File: src/rtl/saradc_pkg.sv
// Shared types for the SAR ADC digital controller: FSM state encoding and
// the width helper used to size the track-phase counter.
package saradc_pkg;

  typedef enum logic [1:0] {
    IDLE = 2'd0,
    SAMP = 2'd1,
    CONV = 2'd2,
    DONE = 2'd3
  } state_e;

  // A counter that must reach n-1 needs at least one bit, even for n == 1.
  function automatic int cnt_width(input int n);
    return (n <= 1) ? 1 : $clog2(n);
  endfunction

endpackage

File: src/rtl/saradc_sar_ctrl_if.sv
// Signal bundle between the SAR controller (master) and the analog front end
// plus the code consumer (slave).
interface saradc_sar_ctrl_if #(parameter int NBITS = 8);

  logic             start;
  logic             cmpo;
  logic             sample;
  logic [NBITS-1:0] resultp;
  logic [NBITS-1:0] resultn;
  logic             valid;
  logic             busy;
  logic [NBITS-1:0] dout;
  logic             dvalid;
  logic             dready;

  modport master (
    input  start, cmpo, dready,
    output sample, resultp, resultn, valid, busy, dout, dvalid
  );

  modport slave (
    output start, cmpo, dready,
    input  sample, resultp, resultn, valid, busy, dout, dvalid
  );

endinterface

File: src/rtl/saradc_sar_reg.sv
// Successive-approximation register: a one-hot trial mask walking MSB to LSB,
// a thermometer of decided+trial bits, and the P/N result buses.
module saradc_sar_reg #(
  parameter int NBITS = 8
) (
  input  logic             clk,
  input  logic             rst_n,
  input  logic             clr,
  input  logic             load,
  input  logic             step,
  input  logic             cmp,
  output logic [NBITS-1:0] resultp,
  output logic [NBITS-1:0] resultn,
  output logic             last
);

  localparam logic [NBITS-1:0] MSB = {1'b1, {(NBITS-1){1'b0}}};

  logic [NBITS-1:0] trial;
  logic [NBITS-1:0] span;
  logic [NBITS-1:0] sar;

  // NOTE: sequential state uses non-blocking assignments so every flop
  // samples the pre-edge values, independent of statement order.
  always_ff @(posedge clk or negedge rst_n) begin
    if (!rst_n) begin
      trial <= '0;
      span  <= '0;
      sar   <= '0;
    end else if (clr) begin
      trial <= '0;
      span  <= '0;
      sar   <= '0;
    end else if (load) begin
      trial <= MSB;
      span  <= MSB;
      sar   <= MSB;
    end else if (step) begin
      // Resolve the current trial bit and raise the next one in the same edge.
      sar   <= (sar & ~trial) | ({NBITS{cmp}} & trial) | (trial >> 1);
      trial <= trial >> 1;
      span  <= span | (trial >> 1);
    end
  end

  assign resultp = sar;
  assign resultn = ~sar & span;
  assign last    = trial[0];

endmodule

File: src/rtl/saradc_sar_ctrl.sv
// SAR ADC controller: sample -> bit-trial -> done FSM with a valid/ready code
// port. Define SARADC_CONT_EN to allow back-to-back conversions from DONE.
module saradc_sar_ctrl
  import saradc_pkg::*;
#(
  parameter int NBITS   = 8,
  parameter int NSAMPLE = 2
) (
  input  logic              clk,
  input  logic              rst_n,
  saradc_sar_ctrl_if.master bus
);

  localparam int             CW        = cnt_width(NSAMPLE);
  localparam logic [CW-1:0]  SAMP_LAST = CW'(NSAMPLE - 1);

  state_e        state;
  logic [CW-1:0] cnt;
  logic          clr;
  logic          load;
  logic          step;
  logic          last;

  // NOTE: every signal assigned in always_comb gets a default first so no
  // path leaves it unassigned and no latch is inferred.
  always_comb begin
    clr  = 1'b0;
    load = 1'b0;
    step = 1'b0;
    unique case (state)
      IDLE:    clr  = bus.start;
      SAMP:    load = (cnt == SAMP_LAST);
      CONV:    step = 1'b1;
      DONE:    clr  = bus.dready;
      default: ;
    endcase
  end

  saradc_sar_reg #(.NBITS(NBITS)) u_sar_reg (
    .clk     (clk),
    .rst_n   (rst_n),
    .clr     (clr),
    .load    (load),
    .step    (step),
    .cmp     (bus.cmpo),
    .resultp (bus.resultp),
    .resultn (bus.resultn),
    .last    (last)
  );

  always_ff @(posedge clk or negedge rst_n) begin
    if (!rst_n) begin
      state      <= IDLE;
      cnt        <= '0;
      bus.sample <= 1'b0;
      bus.valid  <= 1'b0;
      bus.busy   <= 1'b0;
      bus.dout   <= '0;
      bus.dvalid <= 1'b0;
    end else begin
      unique case (state)
        IDLE: begin
          if (bus.start) begin
            state      <= SAMP;
            cnt        <= '0;
            bus.sample <= 1'b1;
            bus.busy   <= 1'b1;
          end
        end
        SAMP: begin
          if (cnt == SAMP_LAST) begin
            state      <= CONV;
            bus.sample <= 1'b0;
          end else begin
            cnt <= cnt + 1'b1;
          end
        end
        CONV: begin
          if (last) begin
            state      <= DONE;
            bus.valid  <= 1'b1;
            bus.dvalid <= 1'b1;
            bus.dout   <= {bus.resultp[NBITS-1:1], bus.cmpo};
          end
        end
        DONE: begin
          if (bus.dready) begin
            bus.valid  <= 1'b0;
            bus.dvalid <= 1'b0;
`ifdef SARADC_CONT_EN
            if (bus.start) begin
              state      <= SAMP;
              cnt        <= '0;
              bus.sample <= 1'b1;
            end else begin
              state    <= IDLE;
              bus.busy <= 1'b0;
            end
`else
            state    <= IDLE;
            bus.busy <= 1'b0;
`endif
          end
        end
        default: state <= IDLE;
      endcase
    end
  end

endmodule
File: src/flat_wrapper.sv
// flat-port wrapper written by rule: the top's interface ports become plain ports
module saradc_sar_ctrl_flat import saradc_pkg::*;
#(
  parameter int NBITS   = 8,
  parameter int NSAMPLE = 2
)
  (clk, rst_n, bus_start, bus_cmpo, bus_dready, bus_sample, bus_resultp, bus_resultn, bus_valid, bus_busy, bus_dout, bus_dvalid);
  saradc_sar_ctrl_if #(.NBITS(NBITS)) bus_i ();
  input  logic clk;
  input  logic rst_n;
  input wire logic [$bits(bus_i.start)-1:0] bus_start;
  input wire logic [$bits(bus_i.cmpo)-1:0] bus_cmpo;
  input wire logic [$bits(bus_i.dready)-1:0] bus_dready;
  output wire logic [$bits(bus_i.sample)-1:0] bus_sample;
  output wire logic [$bits(bus_i.resultp)-1:0] bus_resultp;
  output wire logic [$bits(bus_i.resultn)-1:0] bus_resultn;
  output wire logic [$bits(bus_i.valid)-1:0] bus_valid;
  output wire logic [$bits(bus_i.busy)-1:0] bus_busy;
  output wire logic [$bits(bus_i.dout)-1:0] bus_dout;
  output wire logic [$bits(bus_i.dvalid)-1:0] bus_dvalid;
  assign bus_i.start = bus_start;
  assign bus_i.cmpo = bus_cmpo;
  assign bus_i.dready = bus_dready;
  assign bus_sample = bus_i.sample;
  assign bus_resultp = bus_i.resultp;
  assign bus_resultn = bus_i.resultn;
  assign bus_valid = bus_i.valid;
  assign bus_busy = bus_i.busy;
  assign bus_dout = bus_i.dout;
  assign bus_dvalid = bus_i.dvalid;
  saradc_sar_ctrl #(.NBITS(NBITS), .NSAMPLE(NSAMPLE)) u_core (.clk(clk), .rst_n(rst_n), .bus(bus_i));
endmodule
File: config.mk
export PLATFORM = sky130hd
export DESIGN_NAME = saradc_sar_ctrl_flat
export DESIGN_NICKNAME = d
export VERILOG_FILES = /design/src/rtl/saradc_pkg.sv /design/src/rtl/saradc_sar_ctrl_if.sv /design/src/rtl/saradc_sar_reg.sv /design/src/rtl/saradc_sar_ctrl.sv /design/src/flat_wrapper.sv
export SDC_FILE = /design/constraint.sdc
export NUM_CORES = 1
export LEC_CHECK = 0
export CORE_ASPECT_RATIO = 1.2
export CORE_MARGIN = 5
export CORE_UTILIZATION = 35
export CTS_CLUSTER_DIAMETER = 30
export DETAILED_ROUTE_END_ITERATION = 6
export PLACE_DENSITY = 0.68
export SYNTH_ARGS = -nofsm -noshare
export SYNTH_HDL_FRONTEND = slang
export SYNTH_SLANG_ARGS = --single-unit
File: constraint.sdc
create_clock -name clk -period 2.03 [get_ports clk]
set_input_delay 0.203 -clock clk [delete_from_list [all_inputs] [get_ports clk]]
set_output_delay 0.203 -clock clk [all_outputs]
set_load 0.01 [all_outputs]
; ---- Word-level counts from Yosys, hierarchy flattened
; Index checks and enable logic that the tools add are counted.
[word_totals]
register_bits = 38
latchBits = 0
mem_bits_rw = 0
romBits = 0
n_memories = 0
[classes]
n_addsub = 1
mul = 0
div = 0
order_cmp = 0
n_eq_ne = 7
shift = 0
muxes = 27
n_bitwise = 8
reduce_logical = 11
[op_table]
columns = operator, count
row1 = $mux W8, 9
row2 = $and A8 B8 Y8, 3
row3 = $not A8 Y8, 2
row4 = $or A8 B7 Y8, 2
row5 = $pmux W1 S2, 5
row6 = $reduce_and A3 Y1, 3
row7 = $mux W1, 8
row8 = $mux W2, 4
row9 = $or A8 B8 Y8, 1
row10 = $pmux W2 S4, 1
row11 = $ne A2 B2 Y1 const B, 3
row12 = $reduce_bool A2 Y1, 3
row13 = $eq A2 B2 Y1 const B, 2
row14 = $reduce_and A2 Y1, 2
row15 = $reduce_and A4 Y1, 1
row16 = $reduce_bool A3 Y1, 1
row17 = $eq A2 B1 Y1 const B, 1
row18 = $logic_not A2 Y1, 1
row19 = $ne A2 B1 Y1 const B, 1
row20 = $add A1 B1 Y1 const B, 1

; ---- Depth between registers and ports, before layout
; Gate-level depths: netlist of the first run.
[depth]
word_depth = 7
ltp_mapped = 7
mapped_depth_nobuf = 5

; ---- Cells and area by module
; Synthesis of the first run repeated with hierarchy kept, for this count alone.
[hier_totals]
hier_cells = 166
hier_area_um2 = 1766.7
[by_module_without_submodules]
columns = module, instances, cells_per_inst, area_per_inst_um2, seq_area_each_um2
row1 = saradc_sar_reg, 1, 109, 1048.5, 600.6
row2 = saradc_sar_ctrl, 1, 57, 718.2, 350.3

; ---- Worst setup path after synthesis of the first run
; Ideal clock, no wire load.
[synth_timing]
kind = register -> register
from = register u_core.state[0]
to = register u_core.state[1]
setup_ns = 0.128
t_arrival_ns = 1.360
t_required_ns = 1.902
slack_ns = 0.542
path_stages_with_launch = 7
path_buffers = 1
synth_period_minus_slack_ns = 1.488
cell_sequence = dfrtp_1 inv_1 ha_1 buf_2 inv_2 o2111ai_2 mux2_1
[synth_via]
elab_chain_cells = 3
[synth_rtl]
columns = item, line_no
row1 = "start, declared", saradc_sar_ctrl.sv:17  ; state_e state;
row2 = "start signal, assigned", saradc_sar_ctrl.sv:53  ; state <= IDLE;
row3 = "start signal, assigned", saradc_sar_ctrl.sv:64  ; state <= SAMP;
row4 = "start signal, assigned", saradc_sar_ctrl.sv:72  ; state <= CONV;
row5 = "$eq A2 B2 Y1, or another cell as far along", saradc_sar_ctrl.sv:61  ; unique case (state)
row6 = $ne A2 B2 Y1 (no line) / $ne A2 B1 Y1 (equally long branches), -
row7 = $reduce_and A4 Y1 (no line), -
; Parallel ways exist; a longest one is shown, timed or not.
; A chain may end at the register's enable or synchronous reset.

; ---- Worst setup path after layout of the first run
[layout_timing]
from = register u_core.state[0]
to = register u_core.u_sar_reg.sar[2] (netlist: u_core.u_sar_reg.resultp[2])
[layout_via]
elab_chain_cells = 4
[layout_rtl]
columns = item, line_no
row1 = $eq A2 B1 Y1, saradc_sar_ctrl.sv:30  ; unique case (state)
row2 = $mux W1, saradc_sar_ctrl.sv:30
row3 = $mux W8, saradc_sar_reg.sv:34  ; end else if (load) begin
row4 = $mux W8, saradc_sar_reg.sv:30  ; end else if (clr) begin
row5 = "end signal, assigned", saradc_sar_reg.sv:40  ; sar <= (sar & ~trial) | ({NBITS{cmp}} & trial) | (trial >> 1);
row6 = "end, declared", saradc_sar_reg.sv:21  ; logic [NBITS-1:0] sar;
; Parallel ways exist; a longest one is shown, timed or not.

==> key figures, run 1 <==
Run status
  – Status: complete, no violations

Yosys
  – Synth Cell Area: 1747 um2
  – Post-synth top area share: approximately 54%
  – Async SR Flop Fraction: 100.0%
  – Seq cells post-synth: 38
  – Library cells used by synthesis: 30
  – Post-synth EDFFs: 0
  – Sequential area share after synthesis: a little over half
  – Prevailing post-synth register cell: dfrtp_1
  – Synth Warn #: 0
  – Area leader, netlist: dfrtp_1
  – Top cells by area, synth: dfrtp_1 54%, mux2_2 5.8%, a21oi_1 4.6%
  – Mapped Cells: around 160
  – Mapped Avg Cell Area: 10.72 um2
  – Syn nets: 173

Timing
  – Final Cycle Share: between 80% and 90%
  – Max frequency: just over 600 MHz
  – RSZ-0062 raised after global routing: false
  – Max-slew violation count: 0
  – Setup TNS: 0 ns
  – Fin worst setup slack: 0.3735 ns
  – Final min period: 1.656 ns
  – Hold WS: ~0.018 ns
  – Setup-failing EPs final: 0
  – Least-Margin Pin Slew: 0.8506 ns
  – Rel. slew slack: 43.30%
  – Clk_skew: between 0.004 and 0.005 ns
  – Final hold viol count: 0

Critical path
  – CP Launch Type: register
  – CP bufs+invs: 2
  – CP peak stage delay: between 0.3 and 0.4 ns
  – Data arrival time of the worst path: 1.85 ns
  – Crit Path Max Fanout: 21
  – Worst setup EP type: register
  – CP Cell Sequence: inv_1 -> ha_1 -> a22oi_2 -> o21ai_2 -> buf_4 -> nor4_1
  – Worst Path Required: approximately 2.2 ns
  – Crit-path slowest cell: dfrtp_1
  – Crit path kind: register to register
  – CP delay by family, top: flip-flops

Final layout
  – Post-route cell area: 2222 um2
  – Layout Nets: about 210
  – Area grow syn2layout: 27.22%
  – Layout cells sized above 1: 14.07%
  – Antenna cells: 0

Job
  – Max-Cap Viols: 0

Pwr
  – Total power: 0.003281 W
  – Switch share: between 30% and 40%
  – Power Internal: 0.002059 W
  – Combinational share of power: roughly 44%
  – Pleak: around 0.96 nW
  – Worst vdd ir: slightly above 0.8 mV
  – Clock power share: a little under a fifth
  – Psw: 0.001221 W
  – Seq pwr share: 37.0%
  – PD cells: roughly 1500 nW/um2

Drt
  – Routed WL per cell: between 10 and 15 um
  – Residual DRC: 0
  – Antenna-violating nets left: 0
  – Total vias in the final route: 1278
  – Routed vias/inst: ~4.9
  – First DRT Iteration DRCs: 78
  – Routed WL: around 3600 um
  – DR pass1 iterations: 4

GRT
  – Total grt overflow: 0
  – Largest net degree at the start of global routing: 39
  – Initial antenna violation count: 0
  – Vias in the first global route: about 1400
  – Global Route Usage Sum: about an eighth
  – First-pass GRT wire length: approximately 6300 um

Place
  – GP Congestion: between 0.7 and 0.8
  – Dpl hpwl: around 2500 um
  – Pre-CTS setup slack: between 0.3 and 0.4 ns
  – Post-DP Area: ~2100 um2
  – I/O Buffers: 32

CTS
  – Post_cts resized: 0
  – Post-CTS setup buffer count: 0
  – CTS Sinks: 38
  – Max Root-Sink Buffers: 2
  – Root buffer cell: clkbuf_8
  – CTS tree: done
  – Skew-Pair Late Insertion Delay: between 0.2 and 0.3 ns
  – Cts bufs inserted: 5
  – # hold bufs at CTS: 0
  – H-tree levels: 2
  – Register clock-pin slew on the reported worst setup and hold paths: 0.08 ns

Floorplan
  – Die extent in x: ~74 um
  – Initial Util: 35.61%
  – Die Y-Extent: 87.39 um
  – Row count: 28
  – Core Area: 4905 um2
  – Num ports: 33
  – Die area: roughly 6500 um2

Hold path
  – HP Class: primary input to asynchronous set/reset pin
## through the flow
stage	utilization, %	std cells
finish	45.31	259
global placement	43.09	251
CTS	45.31	259
detailed placement	43.09	251
global route	45.31	259
floorplan	-	163
## logic make-up after synthesis
| kind of cell | count (synthesis) | synth area share, % |
|---|---|---|
| DFF | 38 | 54.44 |
| adders and majority gates | 5 | 3.582 |
| AOI/OAI and AO/OA | 31 | 12.03 |
| buffers and inverters | 15 | 4.369 |
| muxes | 14 | 8.739 |
| and+or+nand+nor | 60 | 16.83 |
## layer usage
| metal | up-vias | global-route usage [%] | part of all wire, % |
|---|---|---|---|
| met5 | - | 0 | 0 |
| met4 | 0 | 5.178 | 1.1 |
| met3 | 4 | 3.349 | 5.0 |
| met2 | 33 | 19.26 | 50 |
| met1 | 615 | 16.27 | 44 |
| li1 | 626 | - | - |
## cells in the final DEF, fill, tap and decap left out
cell type,netlist,final
dfrtp_1,38,38
clkdlybuf4s50_1,0,31
nor2_1,21,21
a21oi_1,16,16
nand2_1,15,15
mux2_2,9,9
nor2b_1,8,8
nor3_1,8,8
inv_1,7,7
ha_1,5,5
clkbuf_8,0,5
nand2b_1,4,4
mux2i_1,4,4
o21a_1,3,3
a311oi_1,3,3
nor4_2,3,3
buf_4,2,3
clkinv_2,0,2
o2bb2ai_1,1,1
inv_2,1,1
a22oi_2,1,1
o21ai_2,1,1
o2111ai_2,1,1
mux2_1,1,1
a22o_1,1,1
o21ai_0,1,1
a31oi_1,1,1
nor4_1,1,1
a32oi_1,1,1
a21boi_0,1,1
bufinv_16,0,1
buf_2,3,1
## final timing paths
path / slack (ns) / end / depth (start not counted) / startpoint
setup / recovery: 0.37 / u_core.u_sar_reg.resultp[2]$_DFFE_PN0P_ / 6 / u_core.state[0]$_DFFE_PN0P_
hold / removal: 0.02 / u_core.u_sar_reg.span[2]$_DFFE_PN0P_ / 1 / rst_n
setup reg to reg: 0.37 / u_core.u_sar_reg.resultp[2]$_DFFE_PN0P_ / 6 / u_core.state[0]$_DFFE_PN0P_
hold reg to reg: 0.50 / u_core.u_sar_reg.span[0]$_DFFE_PN0P_ / 2 / u_core.u_sar_reg.span[0]$_DFFE_PN0P_
max in group asynchronous: 1.48 / u_core.bus.dout[6]$_DFFE_PN0P_ / 1 / rst_n
min in group clk: 0.50 / u_core.u_sar_reg.span[0]$_DFFE_PN0P_ / 2 / u_core.u_sar_reg.span[0]$_DFFE_PN0P_
## worst register-to-register path, cell delays in order (launching register included)
cell	delay (ns)
dfrtp_1	0.38
inv_1	0.10
ha_1	0.29
a22oi_2	0.24
o21ai_2	0.06
buf_4	0.21
nor4_1	0.29
## cell type report
cell class	instances	area [um2]
sequential	38	950.9
fill	476	2683
clock buffer	5	68.82
tap	60	75.07
timing repair buffer	35	337.8
clock inverter	3	40.04
inverter	8	30.03
multi-input combinational	110	719.4
## sequential cells by signal (all words and copies together) (netlist names)
| signal | count |
|---|---|
| u_core.u_sar_reg.span | 8 |
| u_core.u_sar_reg.trial | 8 |
| u_core.bus.dout | 8 |
| u_core.u_sar_reg.resultp | 8 |
| u_core.bus.sample | 1 |
| u_core.bus.busy | 1 |
| u_core.cnt | 1 |
| u_core.bus.valid | 1 |
| u_core.state | 2 |
## synth_stat cells, types with 2 or more instances
cell type  count
inv_1          7
a311oi_1       3
nor3_1         8
nor4_2         3
mux2i_1        4
a21oi_1       16
nor2b_1        8
nor2_1        21
mux2_2         9
nand2b_1       4
o21a_1         3
buf_4          2
buf_2          3
nand2_1       15
dfrtp_1       38
ha_1           5
## power by group through the flow
stage	Clock [W]	Sequential, W	Combinational, W
detailed placement	0	0.00123	0.00145
global route	0.000679	0.00127	0.00160
finish	0.000630	0.00121	0.00144
CTS	0.000655	0.00122	0.00146
floorplan	0	0.00123	0.000900
global placement	0	0.00123	0.00143
Power figures use the tool's default switching activity.
==> run 2: changes to the inputs <==
- clock period: 2.03 -> 1.7 ns (I/O delays scaled with it)
==> run 2 against run 1 <==
  * Sequential power is 20% higher
  * Highest routed layer unchanged
  * Cell count is 1.5% higher
  * Wire length up 0.14%
  * Global-route usage shrank 0.20 points
  * Combinational power up 26%
  * Critical endpoint is now bus_resultn[2]
==> key figures, run 2 (same netlist as run 1, synthesis figures left out) <==
Run status
  – Status: complete, no violations

Pwr
  – PD cells: 1760 nW/um2 (+19%)
  – Pleak: 0.9765 nW (+1.8%)
  – Total power: 0.004029 W (+23%)
  – Worst vdd ir: 0.9472 mV (+17%)

Drt
  – Antenna-violating nets left: 0 (unchanged)
  – Routed WL per cell: 13.66 um (-1.4%)
  – First DRT Iteration DRCs: 67 (-14%)
  – Residual DRC: 0 (unchanged)
  – DR pass1 iterations: 4 (unchanged)
  – Total vias in the final route: 1315 (+2.9%)
  – Routed WL: 3592 um (+0.14%)
  – Routed vias/inst: 5.000 (+1.3%)

Floorplan
  – Core Area: 4905 um2 (unchanged)
  – Die area: 6509 um2 (unchanged)
  – Row count: 28 (unchanged)
  – Initial Util: 35.61% (unchanged)
  – Die extent in x: 74.49 um (unchanged)
  – Num ports: 33 (unchanged)
  – Die Y-Extent: 87.39 um (unchanged)

Critical path
  – Reg-to-reg endpoint: u_core.u_sar_reg.resultp[5]$_DFFE_PN0P_
  – Worst Path Required: 1.53 ns (-0.69 ns)
  – Crit path kind: register to primary output
  – Worst setup EP type: primary output
  – Reg-to-reg slack, setup: 0.17 ns (-0.20 ns)
  – Crit Path Max Fanout: 5 (-76%)
  – Data arrival time of the worst path: 1.42 ns (-0.43 ns)
  – R2R Path Start: u_core.state[1]$_DFFE_PN0P_
  – R2R depth: 6 (unchanged)
  – CP Launch Type: register

GRT
  – First-pass GRT wire length: 6182 um (-1.5%)
  – Initial antenna violation count: 0 (unchanged)
  – Global Route Usage Sum: 12.24% (-0.20 points)
  – Vias in the first global route: 1336 (-1.3%)
  – Total grt overflow: 0 (unchanged)
  – Largest net degree at the start of global routing: 39 (unchanged)

CTS
  – Root buffer cell: clkbuf_8
  – Skew-Pair Late Insertion Delay: 0.29 ns (about the same)
  – Register clock-pin slew on the reported worst setup and hold paths: 0.08 ns (about the same)
  – Post-CTS setup buffer count: 0 (unchanged)
  – CTS tree: done
  – Max Root-Sink Buffers: 2 (unchanged)
  – CTS Sinks: 38 (unchanged)
  – Cts bufs inserted: 5 (unchanged)
  – H-tree levels: 2 (unchanged)

Final layout
  – Layout cells sized above 1: 16.26% (+2.2 points)
  – Most frequent cells in the layout: 38 x dfrtp_1, 31 x clkdlybuf4s50_1, 21 x nor2_1, 16 x a21oi_1, 15 x nand2_1
  – Final Core Density: 46.68% (+1.4 points)
  – Area grow syn2layout: 31.09%
  – Antenna cells: 0 (unchanged)
  – Layout Nets: 212 (+1.9%)
  – Most common cell after layout, fill and taps aside: dfrtp_1
  – Non-filler instance count after layout: 263 (+1.5%)
  – Layout fillers: 480 (+0.84%)

Place
  – Placed Cells: 254 (+1.2%)
  – I/O Buffers: 32 (unchanged)
  – Dpl hpwl: 2532 um (+2.8%)
  – GP Congestion: 0.7826 (-0.80%)

Timing
  – Least-Margin Pin Slew: 0.4821 ns (-0.3685 ns)
  – Max-slew violation count: 0 (unchanged)
  – Max frequency: 627.0 MHz
  – Final hold viol count: 0 (unchanged)
  – Setup-failing EPs final: 0 (unchanged)
  – Clk_skew: 0.006664 ns (+0.002080 ns)
  – Final min period: between 1.5 and 2 ns
  – Rel. slew slack: 67.86% (+25 points)
  – Final Cycle Share: a little over nine tenths

Hold path
  – HP Class: primary input to asynchronous set/reset pin

Job
  – Max-Cap Viols: 0 (unchanged)
==> run 2: what timing repair did <==
item / CTS / global route
resized for setup: 0 / 2
hold buffers: 1 / 0
endpoints found under the hold margin: 38 / 0
setup endpoints to repair: 0 / 7
==> run 2: power breakdown <==
group	switching [W]	internal [W]	leakage, nW
logic	0.000898	0.000915	0.441
clock network	0.000326	0.000436	0.0504
registers	0.000265	0.00119	0.485
total	0.00149	0.00254	0.977
==> run 2: layer usage <==
layer  share of wire, %  GRT usage, %
met1                 43         15.16
met2                 50         19.66
met3                5.5         3.926
met4                1.5         4.693
met5                  0             0
==> run 2: worst max path at each step <==
stage	cells after the start	start	slack (ns)	to
global placement	6	u_core.state[0]$_DFFE_PN0P_	0.17	u_core.u_sar_reg.resultp[2]$_DFFE_PN0P_
floorplan	6	u_core.state[0]$_DFFE_PN0P_	0.21	u_core.state[1]$_DFFE_PN0P_
finish	2	u_core.u_sar_reg.resultp[2]$_DFFE_PN0P_	0.11	bus_resultn[2]
CTS	6	u_core.state[0]$_DFFE_PN0P_	0.09	u_core.u_sar_reg.resultp[5]$_DFFE_PN0P_
detailed placement	6	u_core.state[0]$_DFFE_PN0P_	0.11	u_core.u_sar_reg.resultp[5]$_DFFE_PN0P_
global route	6	u_core.state[0]$_DFFE_PN0P_	-0.01	u_core.u_sar_reg.resultp[2]$_DFFE_PN0P_
==> run 2: metrics by stage <==
stage               TNS [ns]  worst slack (ns)  hold WS (ns)  cell area [um2]
floorplan                  0            0.2124       -0.1256             1747
global placement           0            0.1731        0.2533             2161
detailed placement         0            0.1097        0.2530             2161
CTS                        0           0.09025        0.4698             2285
global route        -0.01262          -0.01262        0.5180             2290
finish                     0            0.1050        0.4491             2290
==> run 2: final cells by class <==
class	instances	area, um2	area share, %
clock buffer	5	68.82	3.005
tap	60	75.07	3.279
clock inverter	3	45.04	1.967
sequential	38	950.9	41.53
multi-input combinational	110	724.4	31.64
timing repair buffer	39	395.4	17.27
inverter	8	30.03	1.311
==> run 2: critical path, cell delays in order, from the launching register on <==
cell	delay [ns]
dfrtp_1	0.44
nor2b_1	0.14
clkdlybuf4s50_1	0.55
==> run 3: changes to the inputs <==
- CORE_ASPECT_RATIO: 1.2 -> not set
- TNS_END_PERCENT: not set -> 20
- clock period: 1.7 -> 1.5 ns (I/O delays scaled with it)
==> run 3 against run 2 <==
  * Sequential share of layout area is 2.1 points lower
  * Register-to-register slack worse by 0.12 ns
  * Sequential power is 13% higher
  * Critical path type is now register to register
  * Largest cell class unchanged
  * Highest routed layer unchanged
==> key figures, run 3 (same netlist as run 1, synthesis figures left out) <==
Run status
  – Status: complete, no violations

Final layout
  – Layout cells sized above 1: 25.93% (+9.7 points)
  – Most common cell after layout, fill and taps aside: dfrtp_1
  – Area grow syn2layout: 38.04%
  – Layout Nets: 227 (+7.1%)
  – Antenna cells: 0 (unchanged)
  – Post-route cell area: 2411 um2 (+5.3%)
  – Most frequent cells in the layout: 38 x dfrtp_1, 23 x clkdlybuf4s50_1, 20 x buf_4, 19 x nor2_1, 16 x a21oi_1
  – Layout fillers: 442 (-7.9%)

Timing
  – Least-Margin Pin Slew: 0.4698 ns (-0.01225 ns)
  – Max-slew violation count: 0 (unchanged)
  – Setup-failing EPs final: 0 (unchanged)
  – RSZ-0062 raised after global routing: true
  – Setup TNS: 0 ns (unchanged)
  – Final Cycle Share: 96.82%
  – Final hold viol count: 0 (unchanged)
  – Fin worst setup slack: 0.04777 ns (-0.05725 ns)
  – Max frequency: between 600 and 700 MHz
  – Hold WS: 0.4330 ns (-0.01610 ns)
  – Final min period: around 1.5 ns
  – Clk_skew: 0.003585 ns (-0.003079 ns)
  – Rel. slew slack: 68.68% (+0.82 points)

CTS
  – Max Root-Sink Buffers: 2 (unchanged)
  – Register clock-pin slew on the reported worst setup and hold paths: 0.07 ns (about the same)
  – H-tree levels: 2 (unchanged)
  – CTS tree: done
  – Skew-Pair Late Insertion Delay: 0.28 ns (about the same)
  – CTS Sinks: 38 (unchanged)
  – Root buffer cell: clkbuf_8
  – Cts bufs inserted: 5 (unchanged)

Drt
  – Routed WL per cell: 12.57 um (-7.9%)
  – Antenna-violating nets left: 0 (unchanged)
  – First DRT Iteration DRCs: 61 (-9.0%)
  – Total vias in the final route: 1359 (+3.3%)
  – Routed vias/inst: 4.802 (-4.0%)
  – Residual DRC: 0 (unchanged)
  – Routed WL: 3558 um (-0.95%)
  – DR pass1 iterations: 4 (unchanged)

Critical path
  – Data arrival time of the worst path: 1.64 ns (+0.22 ns)
  – CP Launch Type: register
  – Worst setup EP type: register
  – Reg-to-reg endpoint: u_core.u_sar_reg.resultp[3]$_DFFE_PN0P_
  – R2R depth: 6 (unchanged)
  – Reg-to-reg slack, setup: 0.05 ns (-0.12 ns)
  – R2R Path Start: u_core.state[0]$_DFFE_PN0P_
  – Crit path kind: register to register
  – Crit Path Max Fanout: 9 (+4)
  – Worst Path Required: 1.69 ns (+0.16 ns)

Place
  – Pre-CTS setup slack: -0.03539 ns (-0.1451 ns)
  – I/O Buffers: 32 (unchanged)
  – GP Congestion: 0.8045 (+2.8%)
  – Post-DP Area: 2250 um2 (+4.1%)
  – Dpl hpwl: 2539 um (+0.29%)

Floorplan
  – Num ports: 33 (unchanged)
  – Core Area: 4786 um2 (-2.4%)
  – Die Y-Extent: 80.65 um (-7.7%)
  – Die extent in x: 80.65 um (+8.3%)
  – Initial Util: 36.50% (+0.88 points)
  – Die area: 6504 um2 (about the same)
  – Row count: 25 (-11%)

GRT
  – Total grt overflow: 0 (unchanged)
  – First-pass GRT wire length: 6085 um (-1.6%)
  – Initial antenna violation count: 0 (unchanged)
  – Global Route Usage Sum: 12.30% (+0.065 points)
  – Vias in the first global route: 1329 (-0.52%)
  – Largest net degree at the start of global routing: 39 (unchanged)

Hold path
  – HP Class: primary input to asynchronous set/reset pin

Pwr
  – Worst vdd ir: 1.449 mV (+53%)
  – Pleak: 1.085 nW (+11%)
  – PD cells: 1965 nW/um2 (+12%)

Job
  – Max-Cap Viols: 0 (unchanged)
run 3: cell types whose count changed in the layout (fill, tap and decap cells not counted), moves of 2 or more:
cell / before / now
buf_4: 4 / 20
a311oi_1: 3 / 1
nor2_2: 0 / 2
buf_12: 2 / 0
a311oi_2: 0 / 2
dlygate4sd2_1: 0 / 8
clkinvlp_4: 2 / 0
clkdlybuf4s50_1: 31 / 23
nor2_1: 21 / 19
run 3: per-layer routing:
| metal | global-route usage [%] | up-vias | part of all wire, % |
|---|---|---|---|
| met5 | 0 | - | 0 |
| met4 | 4.561 | 0 | 1.7 |
| met3 | 3.587 | 5 | 4.4 |
| met2 | 20.20 | 27 | 49 |
| met1 | 15.25 | 659 | 45 |
| li1 | - | 668 | - |
run 3: worst max-delay path, cell delays in order (launching register included):
cell     delay [ns]
dfrtp_1        0.39
inv_2          0.06
ha_2           0.20
a22oi_2        0.22
o21ai_2        0.09
buf_6          0.15
nor4_4         0.26
run 3: worst max-delay path by stage:
stage,end,startpoint,slack (ns),cells past startpoint
finish,u_core.u_sar_reg.resultp[3]$_DFFE_PN0P_,u_core.state[0]$_DFFE_PN0P_,0.05,6
global route,u_core.u_sar_reg.resultp[3]$_DFFE_PN0P_,u_core.state[0]$_DFFE_PN0P_,-0.04,6
CTS,u_core.state[1]$_DFFE_PN0P_,u_core.state[0]$_DFFE_PN0P_,0.009,5
detailed placement,u_core.u_sar_reg.resultp[3]$_DFFE_PN0P_,u_core.state[1]$_DFFE_PN0P_,-0.04,6
global placement,u_core.state[1]$_DFFE_PN0P_,u_core.state[0]$_DFFE_PN0P_,0.01,6
floorplan,u_core.state[1]$_DFFE_PN0P_,u_core.state[0]$_DFFE_PN0P_,0.01,6
run 3: layout make-up:
| class | count | area, um2 | area share, % |
|---|---|---|---|
| Tap cell | 67 | 83.83 | 3.477 |
| Multi-Input combinational cell | 110 | 787.0 | 32.64 |
| Timing Repair Buffer | 54 | 476.7 | 19.77 |
| Inverter | 8 | 30.03 | 1.245 |
| Clock buffer | 6 | 82.58 | 3.425 |
| Sequential cell | 38 | 950.9 | 39.44 |
run 3: metrics by stage:
stage	power, W	utilization (%)	cells
final	0.004737	50.38	283
after global routing	0.005111	50.38	283
after CTS	0.004605	48.94	283
after detailed placement	0.003917	47.01	275
after global placement	0.003882	47.01	275
after floorplan	0.002883	-	163
run 3: power breakdown:
group          switching (W)  total (W)  internal [W]
clock network       0.000326   0.000680      0.000354
registers           0.000295    0.00164       0.00135
logic                0.00114    0.00241       0.00127
total                0.00176    0.00474       0.00297
run 3: repair_timing:
item	in CTS	in global routing
endpoints found under the setup margin	14	24
pin swaps	1	4
buffers inserted	1	0
hold endpoints to repair	38	0
hold buffers	1	0
resized for setup	9	14
